<file path="config.mk">
export PLATFORM = sky130hd
export DESIGN_NAME = apb_fmc_initiator
export DESIGN_NICKNAME = d
export VERILOG_FILES = /design/src/rtl/fmc_initiator_pkg.sv /design/src/rtl/fmc_clk_divider.sv /design/src/rtl/apb_fmc_initiator.sv
export SDC_FILE = /design/constraint.sdc
export NUM_CORES = 1
export LEC_CHECK = 0
export BUFFER_PORTS_ARGS = -buffer_cell sky130_fd_sc_hd__buf_2
export CAP_MARGIN = 20
export CELL_PAD_IN_SITES_DETAIL_PLACEMENT = 0
export CELL_PAD_IN_SITES_GLOBAL_PLACEMENT = 2
export CORE_MARGIN = 2
export CORE_UTILIZATION = 34
export DETAILED_ROUTE_END_ITERATION = 16
export MAX_ROUTING_LAYER = met4
export PLACE_DENSITY = 0.79
export SLEW_MARGIN = 20
export SYNTH_ARGS = -nofsm -noshare
export SYNTH_HDL_FRONTEND = slang
export SYNTH_SLANG_ARGS = --single-unit
</file>
<file path="constraint.sdc">
create_clock -name clk -period 4.3 [get_ports clk]
set_clock_uncertainty 0.15 [all_clocks]
set_input_delay 0.43 -clock clk [delete_from_list [all_inputs] [get_ports clk]]
set_output_delay 0.43 -clock clk [all_outputs]
set_load 0.01 [all_outputs]
</file>
<file path="src/rtl/fmc_initiator_pkg.sv">
// Shared types and constants for the APB-to-FMC initiator bridge.
package fmc_initiator_pkg;

  localparam int FMC_AD_WIDTH  = 16;
  localparam int FMC_AHI_WIDTH = 7;
  localparam int WAIT_CNT_W    = 8;
  localparam int LAT_CNT_W     = 4;

  typedef enum logic [2:0] {
    S_IDLE  = 3'd0,
    S_ADDR  = 3'd1,
    S_LAT   = 3'd2,
    S_DATA0 = 3'd3,
    S_DATA1 = 3'd4,
    S_TURN  = 3'd5,
    S_DONE  = 3'd6
  } state_t;

  // Every FMC output pin is registered together so it can only move on a fall tick.
  typedef struct packed {
    logic                     ne_n;
    logic                     nadv;
    logic                     noe;
    logic                     nwe;
    logic [1:0]               nbl;
    logic                     ad_oe;
    logic [FMC_AD_WIDTH-1:0]  ad_out;
    logic [FMC_AHI_WIDTH-1:0] a_hi;
  } fmc_bus_t;

  localparam fmc_bus_t FMC_BUS_IDLE = '{
    ne_n: 1'b1, nadv: 1'b1, noe: 1'b1, nwe: 1'b1,
    nbl: 2'b11, ad_oe: 1'b0, ad_out: '0, a_hi: '0
  };

endpackage

</file>
<file path="src/rtl/fmc_clk_divider.sv">
// Divide-by-two FMC clock with strobes marking the clk edge on which it falls or rises.
module fmc_clk_divider (
  input  logic clk,
  input  logic rst,
  output logic fmc_clk,
  output logic fall_tick,
  output logic rise_tick
);

  logic fmc_clk_q, fmc_clk_d;

  always_comb fmc_clk_d = ~fmc_clk_q;

  always_ff @(posedge clk or posedge rst) begin
    if (rst) fmc_clk_q <= 1'b0;
    else     fmc_clk_q <= fmc_clk_d;
  end

  assign fmc_clk   = fmc_clk_q;
  assign fall_tick = fmc_clk_q;
  assign rise_tick = ~fmc_clk_q;

endmodule

</file>
<file path="src/rtl/apb_fmc_initiator.sv">
// APB completer that replays each 32-bit access as a two-beat multiplexed 16-bit FMC burst.
module apb_fmc_initiator
  import fmc_initiator_pkg::*;
#(
  parameter int ADDR_WIDTH   = 24,
  parameter int DATLAT       = 1,
  parameter int WAIT_TIMEOUT = 64
) (
  input  logic                     clk,
  input  logic                     rst,
  input  logic                     psel,
  input  logic                     penable,
  input  logic                     pwrite,
  input  logic [ADDR_WIDTH-1:0]    paddr,
  input  logic [31:0]              pwdata,
  input  logic [3:0]               pstrb,
  output logic                     pready,
  output logic [31:0]              prdata,
  output logic                     pslverr,
  output logic                     fmc_clk,
  output logic                     fmc_ne_n,
  output logic                     fmc_nl_nadv,
  output logic                     fmc_noe,
  output logic                     fmc_nwe,
  output logic [1:0]               fmc_nbl,
  output logic [FMC_AHI_WIDTH-1:0] fmc_a_hi,
  output logic [FMC_AD_WIDTH-1:0]  fmc_ad_out,
  output logic                     fmc_ad_oe,
  input  logic [FMC_AD_WIDTH-1:0]  fmc_ad_in,
  input  logic                     fmc_nwait
);

  localparam logic [LAT_CNT_W-1:0] LAT_LAST = LAT_CNT_W'(DATLAT);
  localparam logic [WAIT_CNT_W:0]  TMO      = (WAIT_CNT_W+1)'(WAIT_TIMEOUT);

  logic fall_tick, rise_tick;

  fmc_clk_divider u_div (
    .clk       (clk),
    .rst       (rst),
    .fmc_clk   (fmc_clk),
    .fall_tick (fall_tick),
    .rise_tick (rise_tick)
  );

  state_t                 state_q, state_d;
  logic                   req_q, req_d;
  logic [LAT_CNT_W-1:0]   lat_cnt_q, lat_cnt_d;
  logic [WAIT_CNT_W-1:0]  wait_cnt_q, wait_cnt_d;
  logic                   beat_ok_q, beat_ok_d;
  logic                   tout_q, tout_d;
  fmc_bus_t               bus_q, bus_d;
  logic                   pready_q, pready_d;
  logic [31:0]            prdata_q, prdata_d;
  logic                   pslverr_q, pslverr_d;

  logic [ADDR_WIDTH-1:1]  addr_q, addr_d;
  logic [31:0]            wdata_q, wdata_d;
  logic [3:0]             strb_q, strb_d;
  logic                   wr_q, wr_d;
  logic [31:0]            rd_buf_q, rd_buf_d;

  logic [WAIT_CNT_W:0]    wait_nxt;
  logic                   unused_paddr;

  assign unused_paddr = paddr[0];
  assign wait_nxt     = {1'b0, wait_cnt_q} + (WAIT_CNT_W+1)'(1);

  // Writes own the AD bus during data beats; reads release it and enable both lanes.
  function automatic fmc_bus_t drive_beat(input fmc_bus_t cur, input logic wr,
                                          input logic [15:0] data, input logic [1:0] strb);
    fmc_bus_t b;
    b      = cur;
    b.nadv = 1'b1;
    if (wr) begin
      b.ad_oe  = 1'b1;
      b.ad_out = data;
      b.nbl    = ~strb;
    end else begin
      b.ad_oe  = 1'b0;
      b.nbl    = 2'b00;
    end
    return b;
  endfunction

  always_comb begin
    state_d    = state_q;
    req_d      = req_q;
    lat_cnt_d  = lat_cnt_q;
    wait_cnt_d = wait_cnt_q;
    beat_ok_d  = beat_ok_q;
    tout_d     = tout_q;
    bus_d      = bus_q;
    pready_d   = pready_q;
    prdata_d   = prdata_q;
    pslverr_d  = pslverr_q;
    addr_d     = addr_q;
    wdata_d    = wdata_q;
    strb_d     = strb_q;
    wr_d       = wr_q;
    rd_buf_d   = rd_buf_q;

    case (state_q)
      S_IDLE: begin
        if (!req_q && psel && penable && !pready_q) begin
          req_d   = 1'b1;
          addr_d  = paddr[ADDR_WIDTH-1:1];
          wdata_d = pwdata;
          strb_d  = pstrb;
          wr_d    = pwrite;
        end else if (req_q && fall_tick) begin
          req_d        = 1'b0;
          state_d      = S_ADDR;
          bus_d.ne_n   = 1'b0;
          bus_d.nadv   = 1'b0;
          bus_d.noe    = wr_q;
          bus_d.nwe    = ~wr_q;
          bus_d.nbl    = 2'b11;
          bus_d.ad_oe  = 1'b1;
          bus_d.ad_out = addr_q[16:1];
          bus_d.a_hi   = addr_q[23:17];
        end
      end

      S_ADDR: begin
        if (fall_tick) begin
          if (DATLAT == 0) begin
            state_d = S_DATA0;
            bus_d   = drive_beat(bus_q, wr_q, wdata_q[15:0], strb_q[1:0]);
          end else begin
            state_d    = S_LAT;
            lat_cnt_d  = LAT_CNT_W'(1);
            bus_d.nadv = 1'b1;
            if (wr_q) bus_d.ad_out = wdata_q[15:0];
            else      bus_d.ad_oe  = 1'b0;
          end
        end
      end

      S_LAT: begin
        if (fall_tick) begin
          if (lat_cnt_q == LAT_LAST) begin
            state_d = S_DATA0;
            bus_d   = drive_beat(bus_q, wr_q, wdata_q[15:0], strb_q[1:0]);
          end else begin
            lat_cnt_d = lat_cnt_q + LAT_CNT_W'(1);
          end
        end
      end

      S_DATA0, S_DATA1: begin
        // Beat outcome is decided mid-cycle on the rise tick and acted on at the next fall tick.
        if (rise_tick && !beat_ok_q && !tout_q) begin
          if (fmc_nwait) begin
            beat_ok_d  = 1'b1;
            wait_cnt_d = '0;
            if (state_q == S_DATA0) rd_buf_d[15:0]  = fmc_ad_in;
            else                    rd_buf_d[31:16] = fmc_ad_in;
          end else begin
            wait_cnt_d = wait_nxt[WAIT_CNT_W-1:0];
            if (wait_nxt >= TMO) tout_d = 1'b1;
          end
        end
        if (fall_tick) begin
          if (beat_ok_q) begin
            beat_ok_d = 1'b0;
            if (state_q == S_DATA0) begin
              state_d = S_DATA1;
              bus_d   = drive_beat(bus_q, wr_q, wdata_q[31:16], strb_q[3:2]);
            end else begin
              state_d = S_TURN;
              bus_d   = FMC_BUS_IDLE;
            end
          end else if (tout_q) begin
            state_d = S_TURN;
            bus_d   = FMC_BUS_IDLE;
          end
        end
      end

      S_TURN: begin
        if (fall_tick) begin
          state_d    = S_DONE;
          pready_d   = 1'b1;
          pslverr_d  = tout_q;
          if (tout_q)     prdata_d = '0;
          else if (!wr_q) prdata_d = rd_buf_q;
          tout_d     = 1'b0;
          wait_cnt_d = '0;
        end
      end

      S_DONE: begin
        pready_d  = 1'b0;
        pslverr_d = 1'b0;
        state_d   = S_IDLE;
      end

      default: state_d = S_IDLE;
    endcase
  end

  always_ff @(posedge clk or posedge rst) begin
    if (rst) begin
      state_q    <= S_IDLE;
      req_q      <= 1'b0;
      lat_cnt_q  <= '0;
      wait_cnt_q <= '0;
      beat_ok_q  <= 1'b0;
      tout_q     <= 1'b0;
      bus_q      <= FMC_BUS_IDLE;
      pready_q   <= 1'b0;
      prdata_q   <= '0;
      pslverr_q  <= 1'b0;
    end else begin
      state_q    <= state_d;
      req_q      <= req_d;
      lat_cnt_q  <= lat_cnt_d;
      wait_cnt_q <= wait_cnt_d;
      beat_ok_q  <= beat_ok_d;
      tout_q     <= tout_d;
      bus_q      <= bus_d;
      pready_q   <= pready_d;
      prdata_q   <= prdata_d;
      pslverr_q  <= pslverr_d;
    end
  end

  always_ff @(posedge clk) begin
    addr_q   <= addr_d;
    wdata_q  <= wdata_d;
    strb_q   <= strb_d;
    wr_q     <= wr_d;
    rd_buf_q <= rd_buf_d;
  end

  assign pready      = pready_q;
  assign prdata      = prdata_q;
  assign pslverr     = pslverr_q;
  assign fmc_ne_n    = bus_q.ne_n;
  assign fmc_nl_nadv = bus_q.nadv;
  assign fmc_noe     = bus_q.noe;
  assign fmc_nwe     = bus_q.nwe;
  assign fmc_nbl     = bus_q.nbl;
  assign fmc_a_hi    = bus_q.a_hi;
  assign fmc_ad_out  = bus_q.ad_out;
  assign fmc_ad_oe   = bus_q.ad_oe;

endmodule
</file>
==> out/results.md, run 1 <==
* 2.95 ns — post-layout minimum cycle time
* 0 — quantity of hold-fixing buffers added after cts
* 7090 um — met1 routed wirelength after detailed routing
* 560 — Post-Synthesis Net Count
* 7950 um — Routed met2 length
* 4504 — vias after detailed routing
* 0.07 ns — Clock Pin Slew Worst Setup and Hold Paths
* 146 um — Chip Height
* 16000 um — routed wire length
* 0 — count of cells resized by post-cts repair
* sky130_fd_sc_hd__edfxtp_1 — dominant synthesized flop cell
* 47.4% — share of flip-flops with an asynchronous set or reset
* 0.93 ns — CP peak stage delay
* 339 MHz — Max Clock Freq
* 281 — detailed router's first-iteration violation count
* 31 — number of failing hold endpoints at the final stage
* 40.1% — area fraction of the dominant cell type after synthesis
* 25900 um — wire length of the first global-routing pass
* 0 — Yosys Warn Count
* compound AO/OA/AOI/OAI gates — largest family of logic cells by synthesized area
* 0 — Final setup viols
* 4 — CTS H-tree lvls
* 0 — number of antenna violations at the first check in global routing
* sky130_fd_sc_hd__dfrtp_1 — CP max stage cell
* 6890 um2 — netlist area before placement
* yes — CTS tree
* 27.5% — Clk pwr share
* 0.43 ns — Clk Latency, worst-skew pair
* -0.0270 ns — tightest hold margin
* 475 — instance count of the mapped netlist
* 4786 — vias in the first global route
* 10500 um — detailed placer's ending HPWL
* 15.9% — overall global routing resource usage
* 867 — number of placed instances with taps included
* 7890 um2 — placed cell area
* input pin to async pin — worst hold path class
* 2 — maximum clock path buffer count
* 0 — total gr overflow
* 0 — maxcap violations
* 3.15 ns — arrival time at the worst endpoint
* 1.35 ns — worst setup slack for register-to-register paths
* 175 — number of sinks handled by clock tree synthesis
* 33 — critical-path maximum fanout
* 802 um — Routed met3 length
* 42.5% — sequential cell fraction of total power
* 147 — I/O pin count
* 1 — Critical path buffers and inverters
* 0 — post-route ant nets
* 70.4% — Seq/Total Area, Yosys
* 0 — number of setup buffers added after CTS
* 0 — number of max-slew violations in the final report
* register — element type at the critical path start
* 646 nW/um2 — power density over the cells
* 175 — Synth Register Bits
* 899 — Non-Filler Instances
* 34.4% — starting density of the core
* register — type of destination of the critical path
* 0.545% — Post-Synth Adder-Cell Area
* hold timing — violated checks
* 0 — number of inserted diodes
* state_q[0]$_DFFE_PP0P_ — reg-to-reg critical path startpoint
* 6 — number of detailed-routing iterations run before antenna repair
* 68.7% — fraction of the cycle the final worst path needs
* 61 — pin count of the biggest net entering global routing
* simple AND/OR/NAND/NOR gates — Top Family by Delay on Critical Path
* sky130_fd_sc_hd__clkbuf_16 — CTS root buffer
* 3.59 nW — leak pwr
* 17.8 um — WL per Instance
* 0 — post-detailed-route DRC marker count
* 2.47% — mux cell area share after synthesis
* 14.5 um2 — average cell area after synthesis
* 145 — count of input and output buffers
* 0.888 ns — transition time at the pin with the least slew margin
* 4.50 ns — Worst Path Required
* 59 — count of cell types in the netlist
* 146 um — chip width
* 279 uV — maximum VDD drop
* 52 — standard-cell rows
* 17 — Num CTS Buffers
* 92 — number of synthesized flops with an enable pin
* 40.8% — worst slew slack as a fraction of its limit
* no — RSZ-0062 raised after global routing
* 8480 um2 — Final Cell Area
* nor2b_1 > nand3_1 > nor3_2 > buf_4 > a22o_1 — cell-by-cell listing of the critical path
* sky130_fd_sc_hd__edfxtp_1 — cell type with the largest total area after synthesis
* 20000 um2 — area of the core
* sky130_fd_sc_hd__edfxtp_1 (40%), sky130_fd_sc_hd__dfrtp_1 (28%), sky130_fd_sc_hd__a22o_1 (4.3%) — dominant cells by area after synthesis
* 34.3% — proportion of layout cells with a drive suffix above 1
* 3.58 mW — Int Pwr
* 34.8% — switching share of power
* 701 — nets@finish
* register to register — crit path kind
* 21400 um2 — full die area
* finished, violations left — result of the run
* 5.01 — routed via count divided by cell count
* 1.91 mW — NetSw
* met4 — Max Used Layer
* 23.2% — post-synthesis to final-layout area growth
* 5 — r2r worst-path depth
* 0.748 — gp weighted congestion
* 6.40% — fraction of the mapped netlist area in simple logic gates
* 30.0% — Comb power frac
* 0.127% — area share of xor/xnor cells in the synthesized design
* 1.35 ns — worst-case setup margin in the final layout
* 16.4% — compound-gate portion of the synthesized area
* 1.38 ns — setup slack at placement
* 0 ns — setup_tns
* prdata[29]$_DFFE_PP0P_ — Worst R2R End
==> cells in the mapped netlist, drive strengths merged, types with 5 or more instances <==
| cell | number |
|---|---|
| nand2b | 7 |
| a222oi | 15 |
| mux2i | 8 |
| a21o | 5 |
| dfstp | 6 |
| nand3 | 6 |
| edfxtp | 92 |
| dfrtp | 77 |
| o21ai | 19 |
| a22o | 34 |
| o22ai | 7 |
| inv | 26 |
| nand2 | 23 |
| a21oi | 10 |
| clkbuf | 17 |
| buf | 15 |
| nor2 | 13 |
| a22oi | 7 |
| o2bb2ai | 16 |
| mux2 | 8 |
==> layout make-up <==
type                            count  area (um2)
Inverter                           26         100
Fill cell                        1897       11600
Clock buffer                       17         425
Multi-Input combinational cell    242        1810
Sequential cell                   175        4850
Tap cell                          270         338
Clock inverter                     15         170
Timing Repair Buffer              154         793
==> cell families after synthesis <==
kind of cell / Yosys count
muxes: 16
AOI/OAI and AO/OA: 140
DFF: 175
buffers and inverters: 58
xor gates and xnor gates: 1
and+or+nand+nor: 82
adders and majority gates: 3
==> worst max-delay path by stage <==
stage,start,end,slack (ns),cells after the start
after detailed placement,state_q[0]$_DFFE_PP0P_,prdata[1]$_DFFE_PP0P_,1.38,5
final,state_q[0]$_DFFE_PP0P_,prdata[29]$_DFFE_PP0P_,1.35,5
after global routing,state_q[0]$_DFFE_PP0P_,prdata[3]$_DFFE_PP0P_,1.06,5
after floorplan,state_q[0]$_DFFE_PP0P_,addr_q[10]$_DFFE_PP_,0.002,6
after CTS,state_q[0]$_DFFE_PP0P_,prdata[10]$_DFFE_PP0P_,1.36,5
after global placement,state_q[0]$_DFFE_PP0P_,fmc_ad_out[15]$_DFFE_PP0P_,1.41,4
==> layer usage <==
layer / vias up / global-route usage, %
li1: 2122 / -
met1: 2224 / 20.3
met2: 145 / 25.3
met3: 13 / 3.59
met4: 0 / 5.15
met5: - / -
==> state kept, by name, indices dropped and copies added (netlist names), 2 cells and up <==
register	count
addr_q	23
fmc_a_hi	7
fmc_ad_out	16
fmc_nbl	2
lat_cnt_q	4
prdata	32
rd_buf_q	32
state_q	3
strb_q	4
wait_cnt_q	8
wdata_q	32
==> power by group through the flow <==
stage	clock network [mW]	registers, mW	logic, mW
floorplan	0	2.38	1.04
global placement	0	2.36	1.62
detailed placement	0	2.36	1.68
CTS	1.55	2.33	1.68
global route	1.62	2.38	1.82
finish	1.51	2.33	1.65
==> worst reg2reg max path, stage by stage, from the launching register on <==
cell	delay, ns
sky130_fd_sc_hd__dfrtp_1	0.93
sky130_fd_sc_hd__nor2b_1	0.50
sky130_fd_sc_hd__nand3_1	0.49
sky130_fd_sc_hd__nor3_2	0.24
sky130_fd_sc_hd__buf_4	0.37
sky130_fd_sc_hd__a22o_1	0.20
==> stage by stage <==
stage               util [%]  power, mW
floorplan                  -       3.42
global placement        39.4       3.98
detailed placement      39.4       4.04
CTS                     42.3       5.56
global route            42.3       5.82
finish                  42.3       5.48
==> layout by cell type (no fill, tap or decap), types with 3 or more instances in the layout <==
cell type                    count
sky130_fd_sc_hd__clkinv_8        5
sky130_fd_sc_hd__mux2_2          8
sky130_fd_sc_hd__a22oi_1         7
sky130_fd_sc_hd__clkinvlp_4      3
sky130_fd_sc_hd__nor2b_1         3
sky130_fd_sc_hd__nand2_1        23
sky130_fd_sc_hd__dfrtp_1        77
sky130_fd_sc_hd__edfxtp_1       92
sky130_fd_sc_hd__o22ai_2         6
sky130_fd_sc_hd__o21ai_0        17
sky130_fd_sc_hd__a211oi_1        3
sky130_fd_sc_hd__a21o_1          5
sky130_fd_sc_hd__mux2i_1         8
sky130_fd_sc_hd__inv_1          25
sky130_fd_sc_hd__nand3b_1        3
sky130_fd_sc_hd__ha_1            3
sky130_fd_sc_hd__nor4_1          3
sky130_fd_sc_hd__a22o_1         34
sky130_fd_sc_hd__a21oi_1        10
sky130_fd_sc_hd__buf_2         145
sky130_fd_sc_hd__nand2b_1        7
sky130_fd_sc_hd__inv_6           5
sky130_fd_sc_hd__nand3_1         6
sky130_fd_sc_hd__nor2_1         12
sky130_fd_sc_hd__o211ai_1        3
sky130_fd_sc_hd__nor3b_1         3
sky130_fd_sc_hd__o221ai_1        3
sky130_fd_sc_hd__a31oi_1         3
sky130_fd_sc_hd__clkbuf_16      17
sky130_fd_sc_hd__o2bb2ai_1      16
sky130_fd_sc_hd__dfstp_2         6
sky130_fd_sc_hd__a222oi_1       15
sky130_fd_sc_hd__buf_4           9
Note: power is estimated with default switching activity, not from simulation.
==> run 2, diff against run 1 <==
==> constraint.sdc (replaced) <==
create_clock -name clk -period 2.5 [get_ports clk]
set_clock_uncertainty 0.15 [all_clocks]
set_input_delay 0.25 -clock clk [delete_from_list [all_inputs] [get_ports clk]]
set_output_delay 0.25 -clock clk [all_outputs]
set_load 0.01 [all_outputs]
==> run 2 against run 1 <==
  * Clock-buffer cell count unchanged
  * Die area unchanged
  * Highest routed layer unchanged
  * Global-route usage increased by 0.22 points
  * Sequential share of layout area decreased by 5.9 points
  * Power increased by 77%
  * Wire length increased by 1.4%
  * The flow now finishes without violations
  * Critical path depth increased by 1
  * First-iteration DRC count increased by 17%
  * Largest power group unchanged
  * Utilization increased by 4.8 points
  * Sequential power increased by 71%
  * Via count increased by 7.9%
==> out/results.md, run 2 (synthesized netlist as in run 1, its figures left out) <==
* 329 — detailed router's first-iteration violation count, +17%
* sky130_fd_sc_hd__buf_2 (145), sky130_fd_sc_hd__edfxtp_1 (92), sky130_fd_sc_hd__dfrtp_1 (77), sky130_fd_sc_hd__dlygate4sd3_1 (77), sky130_fd_sc_hd__a22o_1 (34) — most frequent cells in the layout
* 5 — number of detailed-routing iterations run before antenna repair, -1
* 1030 nW/um2 — power density over the cells, +59%
* 0.07 ns — Clock Pin Slew Worst Setup and Hold Paths, about the same
* 0 — post-route ant nets, unchanged
* 0.28 ns — worst setup slack for register-to-register paths, -1.07 ns
* 0.207 ns — setup slack at placement, -1.17 ns
* sky130_fd_sc_hd__clkbuf_16 — CTS root buffer
* tout_q$_DFFE_PP0P_ — end point of the most critical hold path
* 146 um — Chip Height, unchanged
* 0 — number of inserted diodes, unchanged
* 1842 — Fillers, -2.9%
* 16.1% — overall global routing resource usage, +0.22 points
* 5 — critical-path maximum fanout, -85%
* register — element type at the critical path start
* 0 — total gr overflow, unchanged
* 9.72 mW — total power, +77%
* 0.276 ns — worst-case setup margin in the final layout, -1.07 ns
* 450 MHz — Max Clock Freq, +33%
* 0.751 — gp weighted congestion, +0.41%
* 8090 um2 — placed cell area, +2.5%
* 16300 um — routed wire length, +1.4%
* 0.0247 ns — tightest hold margin, +0.0518 ns
* 0 — post-detailed-route DRC marker count, unchanged
* 0 ns — setup_tns, unchanged
* 20000 um2 — area of the core, unchanged
* 17 — Num CTS Buffers, unchanged
* 796 — nets@finish, +14%
* 2.70 ns — Worst Path Required, -1.80 ns
* input pin to register — worst hold path class
* no — RSZ-0062 raised after global routing
* 5120 — vias in the first global route, +7.0%
* 9450 um2 — Final Cell Area, +11%
* 26400 um — wire length of the first global-routing pass, +1.7%
* sky130_fd_sc_hd__buf_2 — most common cell after layout, fill and taps aside
* 2.22 ns — post-layout minimum cycle time, -0.730 ns
* 34.4% — starting density of the core, unchanged
* yes — CTS tree
* 147 — I/O pin count, unchanged
* 16.4 um — WL per Instance, -8.3%
* 0 — Final setup viols, unchanged
* 10400 um — detailed placer's ending HPWL, -0.96%
* 4.89 — routed via count divided by cell count, -2.4%
* 0.52 ns — CP peak stage delay, -0.41 ns
* fmc_nwait — start point of the worst min-delay path
* 4 — CTS H-tree lvls, unchanged
* 84 — pin count of the biggest net entering global routing, +38%
* 994 — Non-Filler Instances, +11%
* 2.42 ns — arrival time at the worst endpoint, -0.73 ns
* 62.6% — worst slew slack as a fraction of its limit, +22 points
* 32.5% — proportion of layout cells with a drive suffix above 1, -1.9 points
* lat_cnt_q[1]$_DFFE_PP0P_ — reg-to-reg critical path startpoint
* 885 — number of placed instances with taps included, +2.1%
* 0.42 ns — Clk Latency, worst-skew pair, about the same
* 0 — number of antenna violations at the first check in global routing, unchanged
* 0 — number of max-slew violations in the final report, unchanged
* 4860 — vias after detailed routing, +7.9%
* register — type of destination of the critical path
* 52 — standard-cell rows, unchanged
* 2 — maximum clock path buffer count, unchanged
* 37.3% — post-synthesis to final-layout area growth
* 6 — r2r worst-path depth, +1
* sky130_fd_sc_hd__or3b_2 — CP max stage cell
* register to register — crit path kind
* 0 — number of failing hold endpoints at the final stage, -100%
* 145 — count of input and output buffers, unchanged
* 47.2% — Post-Route Utilization, +4.8 points
* 4.00 nW — leak pwr, +11%
* finished clean — result of the run
* inv_1 > ha_1 > or3b_2 > a21o_1 > a21oi_1 > mux2_2 — cell-by-cell listing of the critical path
* 0 — maxcap violations, unchanged
* 0.561 ns — transition time at the pin with the least slew margin, -0.327 ns
* 0 — number of setup buffers added after CTS, unchanged
* 89.0% — fraction of the cycle the final worst path needs, +20 points
* 175 — number of sinks handled by clock tree synthesis, unchanged
* 146 um — chip width, unchanged
* 21400 um2 — full die area, unchanged
* fmc_nbl[1]$_DFFE_PP1P_ — Worst R2R End
* 539 uV — maximum VDD drop, +94%
* 3 — Cells on Worst Hold Path
-- run 2: metal layers --
metal	global-route usage (%)	share of wire, %
met1	19.5	42
met2	26.8	51
met3	3.75	4.7
met4	5.24	1.4
met5	-	0
-- run 2: how the worst max path moves through the flow --
stage | endpoint | slack [ns] | startpoint
2_1_floorplan | addr_q[10]$_DFFE_PP_ | -0.06 | state_q[0]$_DFFE_PP0P_
3_3_place_gp | fmc_ad_out[5]$_DFFE_PP0P_ | 0.25 | state_q[1]$_DFFE_PP0P_
3_5_place_dp | fmc_ad_out[11]$_DFFE_PP0P_ | 0.21 | state_q[1]$_DFFE_PP0P_
4_1_cts | fmc_ad_out[13]$_DFFE_PP0P_ | 0.17 | state_q[1]$_DFFE_PP0P_
5_1_grt | fmc_ad_out[13]$_DFFE_PP0P_ | 0.07 | state_q[0]$_DFFE_PP0P_
6_report | fmc_nbl[1]$_DFFE_PP1P_ | 0.28 | lat_cnt_q[1]$_DFFE_PP0P_
-- run 2: power breakdown --
part / total, mW / switching (mW) / internal, mW / leakage, nW
Combinational: 3.13 / 1.68 / 1.45 / 1.82
Clock: 2.59 / 1.25 / 1.34 / 0.278
Sequential: 3.99 / 0.395 / 3.59 / 1.90
Total: 9.72 / 3.33 / 6.39 / 4.00
-- run 2: repair_timing --
item | 4_1_cts | 5_1_grt
resized for setup | 0 | 1
endpoints found under the hold margin | 169 | 0
endpoints found under the setup margin | 0 | 3
hold buffers | 77 | 0
-- run 2: cell type report --
class | instances | area (um2) | share of cell area (%)
multi-input cells | 242 | 1810 | 19.2
clock inverters | 15 | 170 | 1.80
repair buffers | 249 | 1760 | 18.6
well taps | 270 | 338 | 3.57
inverters | 26 | 101 | 1.07
flip-flops and latches | 175 | 4850 | 51.3
clock buffers | 17 | 425 | 4.50
-- run 2: critical path: cells and delay by family (launching register included) --
kind	cells	cell delay, ns
simple gates	1	0.52
compound gates	2	0.48
fa+ha+maj	1	0.14
buf+inv	1	0.08
mux	1	0.37
flops	1	0.41
==> run 3, diff against run 2 <==
--- a/config.mk
+++ b/config.mk
@@ -5,15 +5,16 @@
 export SDC_FILE = /design/constraint.sdc
 export NUM_CORES = 1
 export LEC_CHECK = 0
+export ABC_AREA = 1
 export BUFFER_PORTS_ARGS = -buffer_cell sky130_fd_sc_hd__buf_2
 export CAP_MARGIN = 20
 export CELL_PAD_IN_SITES_DETAIL_PLACEMENT = 0
 export CELL_PAD_IN_SITES_GLOBAL_PLACEMENT = 2
 export CORE_MARGIN = 2
-export CORE_UTILIZATION = 34
+export CORE_UTILIZATION = 35
 export DETAILED_ROUTE_END_ITERATION = 16
 export MAX_ROUTING_LAYER = met4
-export PLACE_DENSITY = 0.79
+export PLACE_DENSITY = 0.82
 export SLEW_MARGIN = 20
 export SYNTH_ARGS = -nofsm -noshare
 export SYNTH_HDL_FRONTEND = slang
==> constraint.sdc (replaced) <==
create_clock -name clk -period 2.42 [get_ports clk]
set_clock_uncertainty 0.15 [all_clocks]
set_input_delay 0.242 -clock clk [delete_from_list [all_inputs] [get_ports clk]]
set_output_delay 0.242 -clock clk [all_outputs]
set_load 0.01 [all_outputs]
==> run 3 against run 2 <==
  * First-iteration DRC count fell by 5.8%
  * Sequential share of layout area fell by 0.99 points
  * Maximum frequency is 5.5% higher
  * Clock power rose by 10%
  * Sequential power grew 10%
  * Final cell count increased by 17%
  * Power increased by 15%
  * Largest power group unchanged
==> out/results.md, run 3 <==
* finished clean — result of the run
* 33 — count of cell types in the netlist, -44%
* sky130_fd_sc_hd__clkbuf_16 — CTS root buffer
* 5331 — vias after detailed routing, +9.7%
* 11000 um — detailed placer's ending HPWL, +5.5%
* 2.11 ns — post-layout minimum cycle time, -0.117 ns
* sky130_fd_sc_hd__nand2_1 (114), sky130_fd_sc_hd__edfxtp_1 (92), sky130_fd_sc_hd__nand3_1 (91), sky130_fd_sc_hd__dfrtp_1 (77) — commonest cells in the synthesized netlist
* 4 — CTS H-tree lvls, unchanged
* sky130_fd_sc_hd__edfxtp_1 — dominant synthesized flop cell
* 0 — number of antenna violations at the first check in global routing, unchanged
* 16700 um — routed wire length, +2.6%
* sky130_fd_sc_hd__edfxtp_1 (39%), sky130_fd_sc_hd__dfrtp_1 (27%), sky130_fd_sc_hd__nand3_1 (6.4%) — dominant cells by area after synthesis
* 0.811 — gp weighted congestion, +8.0%
* 1161 — Non-Filler Instances, +17%
* 0 ns — setup_tns, unchanged
* 0 — total gr overflow, unchanged
* 11.0 um2 — average cell area after synthesis, -24%
* 962 — nets@finish, +21%
* 0 — post-route ant nets, unchanged
* 47.4% — share of flip-flops with an asynchronous set or reset, unchanged
* 145 — count of input and output buffers, unchanged
* 35.1% — post-synthesis to final-layout area growth
* 731 — Post-Synthesis Net Count, +31%
* 27500 um — wire length of the first global-routing pass, +4.4%
* 87.1% — fraction of the cycle the final worst path needs, -1.9 points
* 0 — Yosys Warn Count, unchanged
* 0 — Final setup viols, unchanged
* 20100 um2 — area of the core, +0.32%
* input pin to register — worst hold path class
* 175 — Synth Register Bits, unchanged
* 2 — maximum clock path buffer count, unchanged
* 175 — number of sinks handled by clock tree synthesis, unchanged
* 2.32 ns — arrival time at the worst endpoint, -0.10 ns
* 21 — critical-path maximum fanout, +16
* 147 um — chip width, +0.33%
* 48.0% — Post-Route Utilization, +0.77 points
* 1050 — number of placed instances with taps included, +19%
* 26.3% — proportion of layout cells with a drive suffix above 1, -6.2 points
* 47.4% — worst slew slack as a fraction of its limit, -15 points
* no — RSZ-0062 raised after global routing
* 8220 um2 — placed cell area, +1.6%
* 147 — I/O pin count, unchanged
* 649 uV — maximum VDD drop, +20%
* yes — CTS tree
* 5465 — vias in the first global route, +6.7%
* 646 — instance count of the mapped netlist, +36%
* 2.63 ns — Worst Path Required, -0.07 ns
* 9640 um2 — Final Cell Area, +2.0%
* 92 — number of synthesized flops with an enable pin, unchanged
* 7140 um2 — netlist area before placement, +3.7%
* 38.7% — area fraction of the dominant cell type after synthesis, -1.4 points
* 4.59 — routed via count divided by cell count, -6.1%
* 0.313 ns — worst-case setup margin in the final layout, +0.0367 ns
* 11.1 mW — total power, +15%
* sky130_fd_sc_hd__nand2_1 — most instantiated library cell after synthesis
* 147 um — Chip Height, +0.33%
* 0 — post-detailed-route DRC marker count, unchanged
* register — element type at the critical path start
* sky130_fd_sc_hd__buf_2 — most common cell after layout, fill and taps aside
* register — type of destination of the critical path
* 65 — pin count of the biggest net entering global routing, -23%
* 4.17 nW — leak pwr, +4.3%
* sky130_fd_sc_hd__buf_2 (145), sky130_fd_sc_hd__nand2_1 (114), sky130_fd_sc_hd__edfxtp_1 (92) — most frequent cells in the layout
* 0 — number of max-slew violations in the final report, unchanged
* 0.278 ns — setup slack at placement, +0.0711 ns
* 17 — Num CTS Buffers, unchanged
* 52 — standard-cell rows, unchanged
* 0.07 ns — Clock Pin Slew Worst Setup and Hold Paths, about the same
* 0 — number of failing hold endpoints at the final stage, unchanged
* 16.7% — overall global routing resource usage, +0.57 points
* 14.4 um — WL per Instance, -12%
* 35.5% — starting density of the core, +1.1 points
* 0.788 ns — transition time at the pin with the least slew margin, +0.227 ns
* 310 — detailed router's first-iteration violation count, -5.8%
* 0.0343 ns — tightest hold margin, +0.00960 ns
* 475 MHz — Max Clock Freq, +5.5%
* sky130_fd_sc_hd__edfxtp_1 — cell type with the largest total area after synthesis
* register to register — crit path kind
* 4 — number of detailed-routing iterations run before antenna repair, -1
* 67.9% — Seq/Total Area, Yosys, -2.5 points
* 1150 nW/um2 — power density over the cells, +12%
* 0 — maxcap violations, unchanged
* 21500 um2 — full die area, +0.67%
* 0.43 ns — Clk Latency, worst-skew pair, about the same
run 3: what timing repair did:
item                                    4_1_cts  5_1_grt
hold buffers                                 78        0
buffers inserted                              0        0
hold endpoints to repair                    170        0
endpoints found under the setup margin        0        1
resized for setup                             0        1
run 3: final timing paths:
| check | depth (start not counted) | startpoint | endpoint | slack, ns |
|---|---|---|---|---|
| max in group asynchronous | 4 | rst | fmc_nbl[0]$_DFFE_PP1P_ | 1.38 |
| hold reg to reg | 2 | rd_buf_q[19]$_DFFE_PP_ | prdata[19]$_DFFE_PP0P_ | 0.33 |
| hold / removal | 3 | penable | req_q$_DFFE_PP0P_ | 0.03 |
| setup reg to reg | 8 | state_q[1]$_DFFE_PP0P_ | fmc_ad_out[14]$_DFFE_PP0P_ | 0.31 |
| min in group asynchronous | 3 | rst | fmc_a_hi[5]$_DFFE_PP0P_ | 0.15 |
| setup / recovery | 8 | state_q[1]$_DFFE_PP0P_ | fmc_ad_out[14]$_DFFE_PP0P_ | 0.31 |
run 3: where the power goes:
part           internal (mW)  switching, mW
Combinational           1.43           2.45
Sequential              3.93          0.468
Clock                   1.51           1.34
Total                   6.87           4.26
run 3: critical path, cell delays in order (launching register included):
cell and delay (ns):
sky130_fd_sc_hd__dfrtp_1 0.45, sky130_fd_sc_hd__nor2_1 0.11, sky130_fd_sc_hd__nand2_1 0.19, sky130_fd_sc_hd__nand2_1 0.10, sky130_fd_sc_hd__inv_1 0.59, sky130_fd_sc_hd__nand3_1 0.17, sky130_fd_sc_hd__nand3_1 0.13, sky130_fd_sc_hd__nand3_1 0.07
sky130_fd_sc_hd__nand2_1 0.07
run 3: cell type report:
cell class	instances	area, um2
Fill cell	1817	10500
Sequential cell	175	4850
Multi-Input combinational cell	380	1920
Timing Repair Buffer	238	1660
Clock buffer	17	425
Tap cell	270	338
Inverter	65	248
Clock inverter	15	206
Antenna cell	1	2.50
run 3: cells by family after synthesis:
kind of cell | share of synthesized area (%)
xor+xnor | 0.491
mux | 0.158
buf+inv | 5.43
simple gates | 17.3
fa+ha+maj | 0.526
compound gates | 8.22
flops | 67.9
run 3: routing by layer:
layer	global-route usage [%]	vias up	part of all wire, %
met3	3.73	21	5.2
met4	4.95	0	1.4
met5	-	-	0
met1	20.9	2490	45
li1	-	2672	-
met2	27.2	148	49
